File: config.mk
export PLATFORM = sky130hd
export DESIGN_NAME = compress_handler
export DESIGN_NICKNAME = d
export VERILOG_FILES = /design/src/rtl/compress_handler_pkg.sv /design/src/rtl/compress_handler_token_packer.sv /design/src/rtl/compress_handler.sv
export SDC_FILE = /design/constraint.sdc
export NUM_CORES = 1
export LEC_CHECK = 0
export CORE_MARGIN = 1.5
export CORE_UTILIZATION = 47
export DETAILED_ROUTE_END_ITERATION = 10
export GPL_TIMING_DRIVEN = 0
export PLACE_DENSITY = 0.84
export SYNTH_ARGS = -nofsm -noshare
export SYNTH_HDL_FRONTEND = slang
export SYNTH_SLANG_ARGS = --single-unit
File: constraint.sdc
create_clock -name clk -period 2.8 [get_ports clk]
set_input_delay 0.56 -clock clk [delete_from_list [all_inputs] [get_ports clk]]
set_output_delay 0.56 -clock clk [all_outputs]
set_load 0.01 [all_outputs]
File: src/rtl/compress_handler_pkg.sv
`default_nettype none
// ============================================================================
// Module   : compress_handler_pkg
// Purpose  : Shared definitions for the run-length compressor.
//            - Token field positions: value in bit 7, run length in bits 6:0.
//            - The longest run one token can carry and the padding token.
//            - FSM state encodings for compress_handler.
// Ports    : none (package)
// Revision : 1.0 - initial release
// ============================================================================
package compress_handler_pkg;

   // Token layout
   localparam int TOK_VAL_BIT = 7;
   localparam int TOK_LEN_MSB = 6;
   localparam int TOK_LEN_LSB = 0;

   // Longest run a single token can describe
   localparam logic [6:0] MAX_RUN = 7'd127;

   // The decoder skips this token; it fills the lower half of a final, unpaired token
   localparam logic [7:0] PAD_TOKEN = 8'h00;

   // Compressor FSM states
   typedef enum logic [2:0] {
      ST_IDLE  = 3'd0,
      ST_REQ   = 3'd1,
      ST_SCAN  = 3'd2,
      ST_FLUSH = 3'd3,
      ST_DRAIN = 3'd4
   } state_e;

   // Build a token from a run value and run length
   function automatic logic [7:0] make_token(input logic run_bit, input logic [6:0] run_len);
      logic [7:0] tok;
      tok                          = PAD_TOKEN;
      tok[TOK_VAL_BIT]             = run_bit;
      tok[TOK_LEN_MSB:TOK_LEN_LSB] = run_len;
      return tok;
   endfunction

endpackage
`default_nettype wire

File: src/rtl/compress_handler_token_packer.sv
`default_nettype none
// ============================================================================
// Module   : token_packer
// Purpose  : Pairs 8-bit run-length tokens into 16-bit output words. The first
//            token of a pair lands in the upper byte, the second in the lower
//            byte. A flush request completes a half-filled pair with the padding
//            token. Owns the Dout/doutValid register and tells the producer
//            when it must stall.
// Ports    :
//   clk            in   system clock
//   RST            in   synchronous active-high reset
//   tok_valid_i    in   producer offers tok_i this cycle
//   tok_i    [7:0] in   token offered
//   flush_i        in   tok_i is the last token; pad the pair if needed
//   stall_o        out  offered token is not taken this cycle
//   empty_o        out  no half pair held and no word pending
//   dout_o  [15:0] out  packed token pair
//   dout_valid_o   out  dout_o holds a valid word
//   dout_ready_i   in   consumer takes dout_o
// Revision : 1.0 - initial release
// ============================================================================
module token_packer
   import compress_handler_pkg::*;
(
   input  logic        clk,
   input  logic        RST,
   input  logic        tok_valid_i,
   input  logic [7:0]  tok_i,
   input  logic        flush_i,
   output logic        stall_o,
   output logic        empty_o,
   output logic [15:0] dout_o,
   output logic        dout_valid_o,
   input  logic        dout_ready_i
);

   logic [7:0]  hi_q,    hi_d;      // first token of the pair being built
   logic        half_q,  half_d;    // hi_q holds a token
   logic [15:0] dout_q,  dout_d;
   logic        valid_q, valid_d;
   logic        accept;

   // A pending word that is not leaving this cycle blocks any new token.
   // The word register frees up in the same cycle it transfers, so a new
   // word can load back-to-back without a bubble.
   assign stall_o = valid_q & ~dout_ready_i;
   assign accept  = tok_valid_i & ~stall_o;
   assign empty_o = ~valid_q & ~half_q;

   always_comb begin
      hi_d    = hi_q;
      half_d  = half_q;
      dout_d  = dout_q;
      valid_d = valid_q;

      if (valid_q && dout_ready_i) begin
         valid_d = 1'b0;
      end

      if (accept) begin
         if (half_q) begin
            dout_d  = {hi_q, tok_i};
            valid_d = 1'b1;
            half_d  = 1'b0;
         end else if (flush_i) begin
            dout_d  = {tok_i, PAD_TOKEN};
            valid_d = 1'b1;
         end else begin
            hi_d    = tok_i;
            half_d  = 1'b1;
         end
      end
   end

   always_ff @(posedge clk) begin
      if (RST) begin
         hi_q    <= PAD_TOKEN;
         half_q  <= 1'b0;
         dout_q  <= 16'h0000;
         valid_q <= 1'b0;
      end else begin
         hi_q    <= hi_d;
         half_q  <= half_d;
         dout_q  <= dout_d;
         valid_q <= valid_d;
      end
   end

   assign dout_o       = dout_q;
   assign dout_valid_o = valid_q;

endmodule
`default_nettype wire

File: src/rtl/compress_handler.sv
`default_nettype none
// ============================================================================
// Module   : compress_handler
// Purpose  : Run-length bit-stream compressor. Reads byteCount bytes from RAM
//            starting at startAddress, walks the bits MSB first and emits
//            {bit, run length} tokens, packed two per 16-bit output word.
// Ports    :
//   clk                   in   system clock
//   RST                   in   synchronous active-high reset, aborts any job
//   start                 in   begin a job (sampled only when idle)
//   startAddress [A-1:0]  in   first RAM byte address
//   byteCount    [C-1:0]  in   bytes to compress
//   ramAddress   [A-1:0]  out  RAM read address
//   ramReadSignal         out  read request, held until ramDoneRead
//   ramDoneRead           in   read complete, ramDataIn valid
//   ramDataIn    [7:0]    in   byte from RAM
//   Dout         [15:0]   out  packed token pair
//   doutValid             out  Dout valid
//   doutReady             in   consumer takes Dout
//   busy                  out  job in progress
//   done                  out  one-cycle pulse once the last word is taken
// Revision : 1.0 - initial release
// ============================================================================
module compress_handler
   import compress_handler_pkg::*;
#(
   parameter int ADDR_W = 16,
   parameter int CNT_W  = 16
) (
   input  logic              clk,
   input  logic              RST,
   input  logic              start,
   input  logic [ADDR_W-1:0] startAddress,
   input  logic [CNT_W-1:0]  byteCount,
   output logic [ADDR_W-1:0] ramAddress,
   output logic              ramReadSignal,
   input  logic              ramDoneRead,
   input  logic [7:0]        ramDataIn,
   output logic [15:0]       Dout,
   output logic              doutValid,
   input  logic              doutReady,
   output logic              busy,
   output logic              done
);

   state_e              state_q;
   logic [ADDR_W-1:0]   addr_q;
   logic                rd_q;
   logic                busy_q;
   logic                done_q;
   logic [CNT_W-1:0]    left_q;     // bytes still to scan, including the current one
   logic [7:0]          shift_q;    // current byte, next bit in [7]
   logic [2:0]          bitcnt_q;   // bits already consumed from the current byte
   logic                run_bit_q;
   logic [6:0]          run_len_q;
   logic                first_q;    // no bit of the stream consumed yet

   logic                cur_bit;
   logic                emit_scan;
   logic                tok_valid;
   logic                flush;
   logic [7:0]          tok;
   logic                stall;
   logic                packer_empty;
   logic                hold;

   assign cur_bit = shift_q[7];

   // A run ends when the bit changes or it has reached the longest length a
   // token can carry; the very first bit only opens a run.
   assign emit_scan = (state_q == ST_SCAN) && !first_q &&
                      ((cur_bit != run_bit_q) || (run_len_q == MAX_RUN));
   assign flush     = (state_q == ST_FLUSH);
   assign tok_valid = emit_scan || flush;
   assign tok       = make_token(run_bit_q, run_len_q);

   // Nothing advances while a token is offered but cannot be taken
   assign hold      = tok_valid && stall;

   always_ff @(posedge clk) begin
      if (RST) begin
         state_q   <= ST_IDLE;
         addr_q    <= '0;
         rd_q      <= 1'b0;
         busy_q    <= 1'b0;
         done_q    <= 1'b0;
         left_q    <= '0;
         shift_q   <= 8'h00;
         bitcnt_q  <= 3'd0;
         run_bit_q <= 1'b0;
         run_len_q <= 7'd0;
         first_q   <= 1'b1;
      end else begin
         done_q <= 1'b0;
         case (state_q)
            ST_IDLE: begin
               if (start) begin
                  if (byteCount == '0) begin
                     // Empty job: finish immediately without touching RAM
                     done_q <= 1'b1;
                  end else begin
                     addr_q  <= startAddress;
                     left_q  <= byteCount;
                     busy_q  <= 1'b1;
                     rd_q    <= 1'b1;
                     first_q <= 1'b1;
                     state_q <= ST_REQ;
                  end
               end
            end

            ST_REQ: begin
               if (ramDoneRead) begin
                  shift_q  <= ramDataIn;
                  rd_q     <= 1'b0;
                  bitcnt_q <= 3'd0;
                  state_q  <= ST_SCAN;
               end
            end

            ST_SCAN: begin
               if (!hold) begin
                  shift_q  <= {shift_q[6:0], 1'b0};
                  bitcnt_q <= bitcnt_q + 3'd1;

                  if (first_q || emit_scan) begin
                     run_bit_q <= cur_bit;
                     run_len_q <= 7'd1;
                     first_q   <= 1'b0;
                  end else begin
                     run_len_q <= run_len_q + 7'd1;
                  end

                  // Last bit of this byte; the run itself carries over
                  if (bitcnt_q == 3'd7) begin
                     if (left_q != CNT_W'(1)) begin
                        left_q  <= left_q - CNT_W'(1);
                        addr_q  <= addr_q + ADDR_W'(1);
                        rd_q    <= 1'b1;
                        state_q <= ST_REQ;
                     end else begin
                        state_q <= ST_FLUSH;
                     end
                  end
               end
            end

            ST_FLUSH: begin
               if (!stall) begin
                  state_q <= ST_DRAIN;
               end
            end

            ST_DRAIN: begin
               if (packer_empty) begin
                  done_q  <= 1'b1;
                  busy_q  <= 1'b0;
                  state_q <= ST_IDLE;
               end
            end

            default: begin
               state_q <= ST_IDLE;
            end
         endcase
      end
   end

   token_packer u_packer (
      .clk          (clk),
      .RST          (RST),
      .tok_valid_i  (tok_valid),
      .tok_i        (tok),
      .flush_i      (flush),
      .stall_o      (stall),
      .empty_o      (packer_empty),
      .dout_o       (Dout),
      .dout_valid_o (doutValid),
      .dout_ready_i (doutReady)
   );

   assign ramAddress    = addr_q;
   assign ramReadSignal = rd_q;
   assign busy          = busy_q;
   assign done          = done_q;

endmodule
`default_nettype wire

==> impl_results.html <==
<table>
<tr><th>Metric</th><th>Value</th></tr>
<tr><th colspan="2">Outcome</th></tr>
<tr><td>Outcome</td><td>finished clean</td></tr>
<tr><th colspan="2">Drt</th></tr>
<tr><td>Met3 WL</td><td>about 780 um</td></tr>
<tr><td>Amount of wire on met2 after detailed routing</td><td>around 5700 um</td></tr>
<tr><td>Detailed Route Iter0 Violations</td><td>approximately 290</td></tr>
<tr><td>Sum of routed wire segments on met1</td><td>between 5000 and 6000 um</td></tr>
<tr><td>Number of vias after detailed routing</td><td>between 4k and 5k</td></tr>
<tr><td>Routed wirelength normalized by instance count</td><td>around 17 um</td></tr>
<tr><td>Final antenna-violating net count</td><td>0</td></tr>
<tr><td>DR pass1 iterations</td><td>5</td></tr>
<tr><td>Highest layer used for signal routing</td><td>met4</td></tr>
<tr><td>Total wire length after detailed routing</td><td>12400 um</td></tr>
<tr><td># DRC</td><td>0</td></tr>
<tr><td>Detailed-route vias per instance</td><td>between 5 and 6</td></tr>
<tr><th colspan="2">Timing</th></tr>
<tr><td>Max-slew violation count</td><td>0</td></tr>
<tr><td>Slew of the pin with the lowest slew margin</td><td>approximately 0.7 ns</td></tr>
<tr><td>F_max</td><td>~370 MHz</td></tr>
<tr><td>Final hold slack</td><td>between 0.4 and 0.5 ns</td></tr>
<tr><td>Final Hold Viols</td><td>0</td></tr>
<tr><td>Final setup viols</td><td>0</td></tr>
<tr><td>Ratio of final minimum period to clock period</td><td>97.0%</td></tr>
<tr><td>Final min period</td><td>around 2.7 ns</td></tr>
<tr><td>Slew Limit Headroom</td><td>53.2%</td></tr>
<tr><td>Post-route clock skew</td><td>~0.007 ns</td></tr>
<tr><td>Setup repair after global routing missed its margin</td><td>no</td></tr>
<tr><th colspan="2">Logic synthesis</th></tr>
<tr><td>Synth top area cells</td><td>dfxtp_1, nand2_1, nor2_1</td></tr>
<tr><td>Cell type with the highest aggregate area in the netlist</td><td>dfxtp_1</td></tr>
<tr><td>Number of enable-type register cells in the synthesized netlist</td><td>0</td></tr>
<tr><td>Mapped Cells</td><td>around 550</td></tr>
<tr><td>Synthesized area per cell</td><td>a little under 8 sq um</td></tr>
<tr><td>Most used flip-flop cell after synthesis</td><td>dfxtp_1</td></tr>
<tr><td>Sequential-to-total area share from yosys stat</td><td>between 30% and 40%</td></tr>
<tr><td>Count of cell types in the netlist</td><td>54</td></tr>
<tr><td>Async set-reset flop share out of synthesis</td><td>0%</td></tr>
<tr><td>Area share of the leading cell type in the synthesized netlist</td><td>39.5%</td></tr>
<tr><td>Summed instance area of the synthesized netlist</td><td>0.00426 sq mm</td></tr>
<tr><td>Number of register bits inferred by synthesis</td><td>84</td></tr>
<tr><td>Yosys warns</td><td>0</td></tr>
<tr><td>Net count after synthesis</td><td>a little under 600</td></tr>
<tr><th colspan="2">Power</th></tr>
<tr><td>Power Total</td><td>~3.9 mW</td></tr>
<tr><td>Power per cell area</td><td>just over 700 mW/mm^2</td></tr>
<tr><td>Peak supply drop</td><td>0.000287 V</td></tr>
<tr><td>Static leakage</td><td>between 2 and 2.5 nW</td></tr>
<tr><th colspan="2">Setup path</th></tr>
<tr><td>Arrival time of the worst setup path</td><td>just under 3 ns</td></tr>
<tr><td>Largest delay share family, worst path</td><td>simple AND/OR/NAND/NOR gates</td></tr>
<tr><td>CP endpoint kind</td><td>register</td></tr>
<tr><td>Maximum fanout along the worst path</td><td>10</td></tr>
<tr><td>Crit-path most repeated cell</td><td>buf_6</td></tr>
<tr><td>Worst EP required</td><td>about 3 ns</td></tr>
<tr><td>Critical path's slowest cell</td><td>or4_1</td></tr>
<tr><td>Class of the most critical setup path</td><td>register to register</td></tr>
<tr><td>CP Cell Sequence</td><td>or4_1 -&gt; buf_2 -&gt; or3_4 -&gt; or4_4 -&gt; and4_4 -&gt; buf_6 -&gt; buf_6 -&gt; o211ai_1 -&gt; a21oi_1</td></tr>
<tr><td>Setup crit start kind</td><td>register</td></tr>
<tr><td>Largest stage delay on the critical path</td><td>0.51 ns</td></tr>
<tr><td>Combined buffer and inverter count along the critical path</td><td>3</td></tr>
<tr><th colspan="2">Layout</th></tr>
<tr><td>Most used cells in the layout excluding fill and tap cells</td><td>dfxtp_1, nand2_1, clkdlybuf4s50_1</td></tr>
<tr><td>Antenna diode count</td><td>0</td></tr>
<tr><td>Most frequent standard cell in the layout excluding fill and tap cells</td><td>dfxtp_1</td></tr>
<tr><td>Number of nets at the end of the flow</td><td>about 700</td></tr>
<tr><td>Share of cells above drive strength 1</td><td>between 6 and 7%</td></tr>
<tr><td>Relative area change from synthesis to final layout</td><td>27.5%</td></tr>
<tr><td>Number of filler instances in the final layout</td><td>around 750</td></tr>
<tr><th colspan="2">GRT</th></tr>
<tr><td>First-pass GRT wire length</td><td>approximately 20000 um</td></tr>
<tr><td>GRT Resource Usage Total</td><td>25.7%</td></tr>
<tr><td>Pin count of the biggest net entering global routing</td><td>17</td></tr>
<tr><td>Via count of the first global-routing pass</td><td>slightly above 4k</td></tr>
<tr><td>Number of antenna violations at the first check in global routing</td><td>0</td></tr>
<tr><td>Total congestion overflow after global routing</td><td>0</td></tr>
<tr><th colspan="2">Clock tree</th></tr>
<tr><td>Number of clock sinks seen by CTS</td><td>84</td></tr>
<tr><td>Clock root buffer</td><td>clkbuf_8</td></tr>
<tr><td>Clock latency on the worst-skew pair</td><td>0.37 ns</td></tr>
<tr><td>Max clock buf depth</td><td>2</td></tr>
<tr><td>H-tree levels</td><td>3</td></tr>
<tr><td>Number of buffers added for setup after CTS</td><td>0</td></tr>
<tr><td>Inserted Clock Buffers</td><td>9</td></tr>
<tr><td>CTS tree</td><td>yes</td></tr>
<tr><td>Clock transition time at the flip-flop clock pins of the worst setup and hold paths</td><td>about 0.10 ns</td></tr>
<tr><td>Number of buffers inserted by hold repair at cts</td><td>0</td></tr>
<tr><th colspan="2">Floorplanning</th></tr>
<tr><td>Num ports</td><td>81</td></tr>
<tr><td>Floorplan row count</td><td>34</td></tr>
<tr><td>Initial core utilization</td><td>48.6%</td></tr>
<tr><td>Core area</td><td>0.00876 sq mm</td></tr>
<tr><td>Die Width</td><td>slightly below 100 um</td></tr>
<tr><td>Die span in y</td><td>98.2 um</td></tr>
<tr><td>Die area</td><td>between 0.009 and 0.01 sq mm</td></tr>
<tr><th colspan="2">Placed design</th></tr>
<tr><td>Weighted congestion reported at the end of routability-driven placement</td><td>0.949</td></tr>
<tr><td>Buffers on Ports</td><td>80</td></tr>
<tr><td>Half-perimeter wire length of the detailed placement result</td><td>8900 um</td></tr>
<tr><th colspan="2">Min path</th></tr>
<tr><td>Class of the tightest hold or removal check</td><td>register to register</td></tr>
<tr><th colspan="2">Flow run</th></tr>
<tr><td>Number of maximum-capacitance constraint violations</td><td>0</td></tr>
</table>
[path summary, 6_finish.rpt]
| kind | depth (start not counted) | end | slack, ns | startpoint |
|---|---|---|---|---|
| worst max register to register | 9 | left_q[1] | 0.08 | left_q[7] |
| worst min-delay path | 2 | left_q[6] | 0.48 | left_q[6] |
| worst min register to register | 2 | left_q[6] | 0.48 | left_q[6] |
| worst max-delay path | 9 | left_q[1] | 0.08 | left_q[7] |
[cells by family after synthesis]
| family | synth area share, % |
|---|---|
| simple gates | 25.9 |
| compound gates | 22.1 |
| flops | 39.5 |
| buf+inv | 4.06 |
| mux | 5.64 |
| fa+ha+maj | 1.76 |
| xor+xnor | 1.03 |
[layout make-up]
type	count	area [sq um]	area share (%)
multi-input cells	421	2420	44.6
inverters	3	11.3	0.207
plain buffers	37	170	3.13
clock inverters	7	81.3	1.50
clock buffers	9	124	2.28
flip-flops and latches	84	1680	31.0
repair buffers	80	801	14.7
well taps	108	135	2.49
[cells in the mapped netlist, types with 4 or more instances]
master,count
nand2_1,81
clkbuf_1,29
a22o_1,11
a21oi_1,48
mux2i_1,24
a211oi_1,9
a31oi_1,11
dfxtp_1,84
nand4_1,7
o31ai_1,9
nand2b_1,9
a311oi_1,7
xor2_1,5
buf_2,4
or4_1,4
o21ai_0,37
o41ai_1,4
nor2_1,77
nor4_1,6
nor3_1,9
nand3_1,14
ha_1,6
[flip-flops by register name, summed over array words and instances, names as in the netlist]
name and flops:
u_packer.hi_q 8, run_len_q 7, u_packer.dout_valid_o 1, state_q 3, shift_q 8, u_packer.half_q 1, bitcnt_q 3, busy 1
first_q 1, u_packer.dout_o 16, run_bit_q 1, left_q 16, done 1, ramAddress 16, ramReadSignal 1
[tightest hold or removal path, cell delays in order (launching register included)]
cell and delay [ns]:
dfxtp_1 0.32, o21ai_0 0.06, a21oi_1 0.06
[what timing repair did]
item	in CTS	in global routing
endpoints found under the setup margin	3	48
pin swaps	0	1
hold endpoints to repair	0	0
resized for setup	2	9
[stage by stage]
stage                     TNS [ns]  instances  util (%)  setup slack, ns  cell area, sq um
after floorplan                  0        545         -            0.248              4260
after global placement       -9.25        733      59.3           -0.288              5190
after detailed placement    -10.10        733      59.3           -0.318              5190
after CTS                        0        749      61.7           0.0127              5400
after global routing             0        749      62.0           0.0169              5430
final                            0        749      62.0           0.0842              5430
[metal layers]
metal	GRT usage, %	vias up
met4	10.5	0
met1	36.1	2116
li1	-	2157
met3	3.44	23
met2	40.1	171
met5	0	-
[power breakdown]
part	switching [mW]	internal, mW	leakage, nW
Sequential	0.172	1.36	0.684
Clock	0.496	0.428	0.107
Combinational	0.874	0.600	1.24
Total	1.54	2.39	2.03
Power figures use the tool's default switching activity.
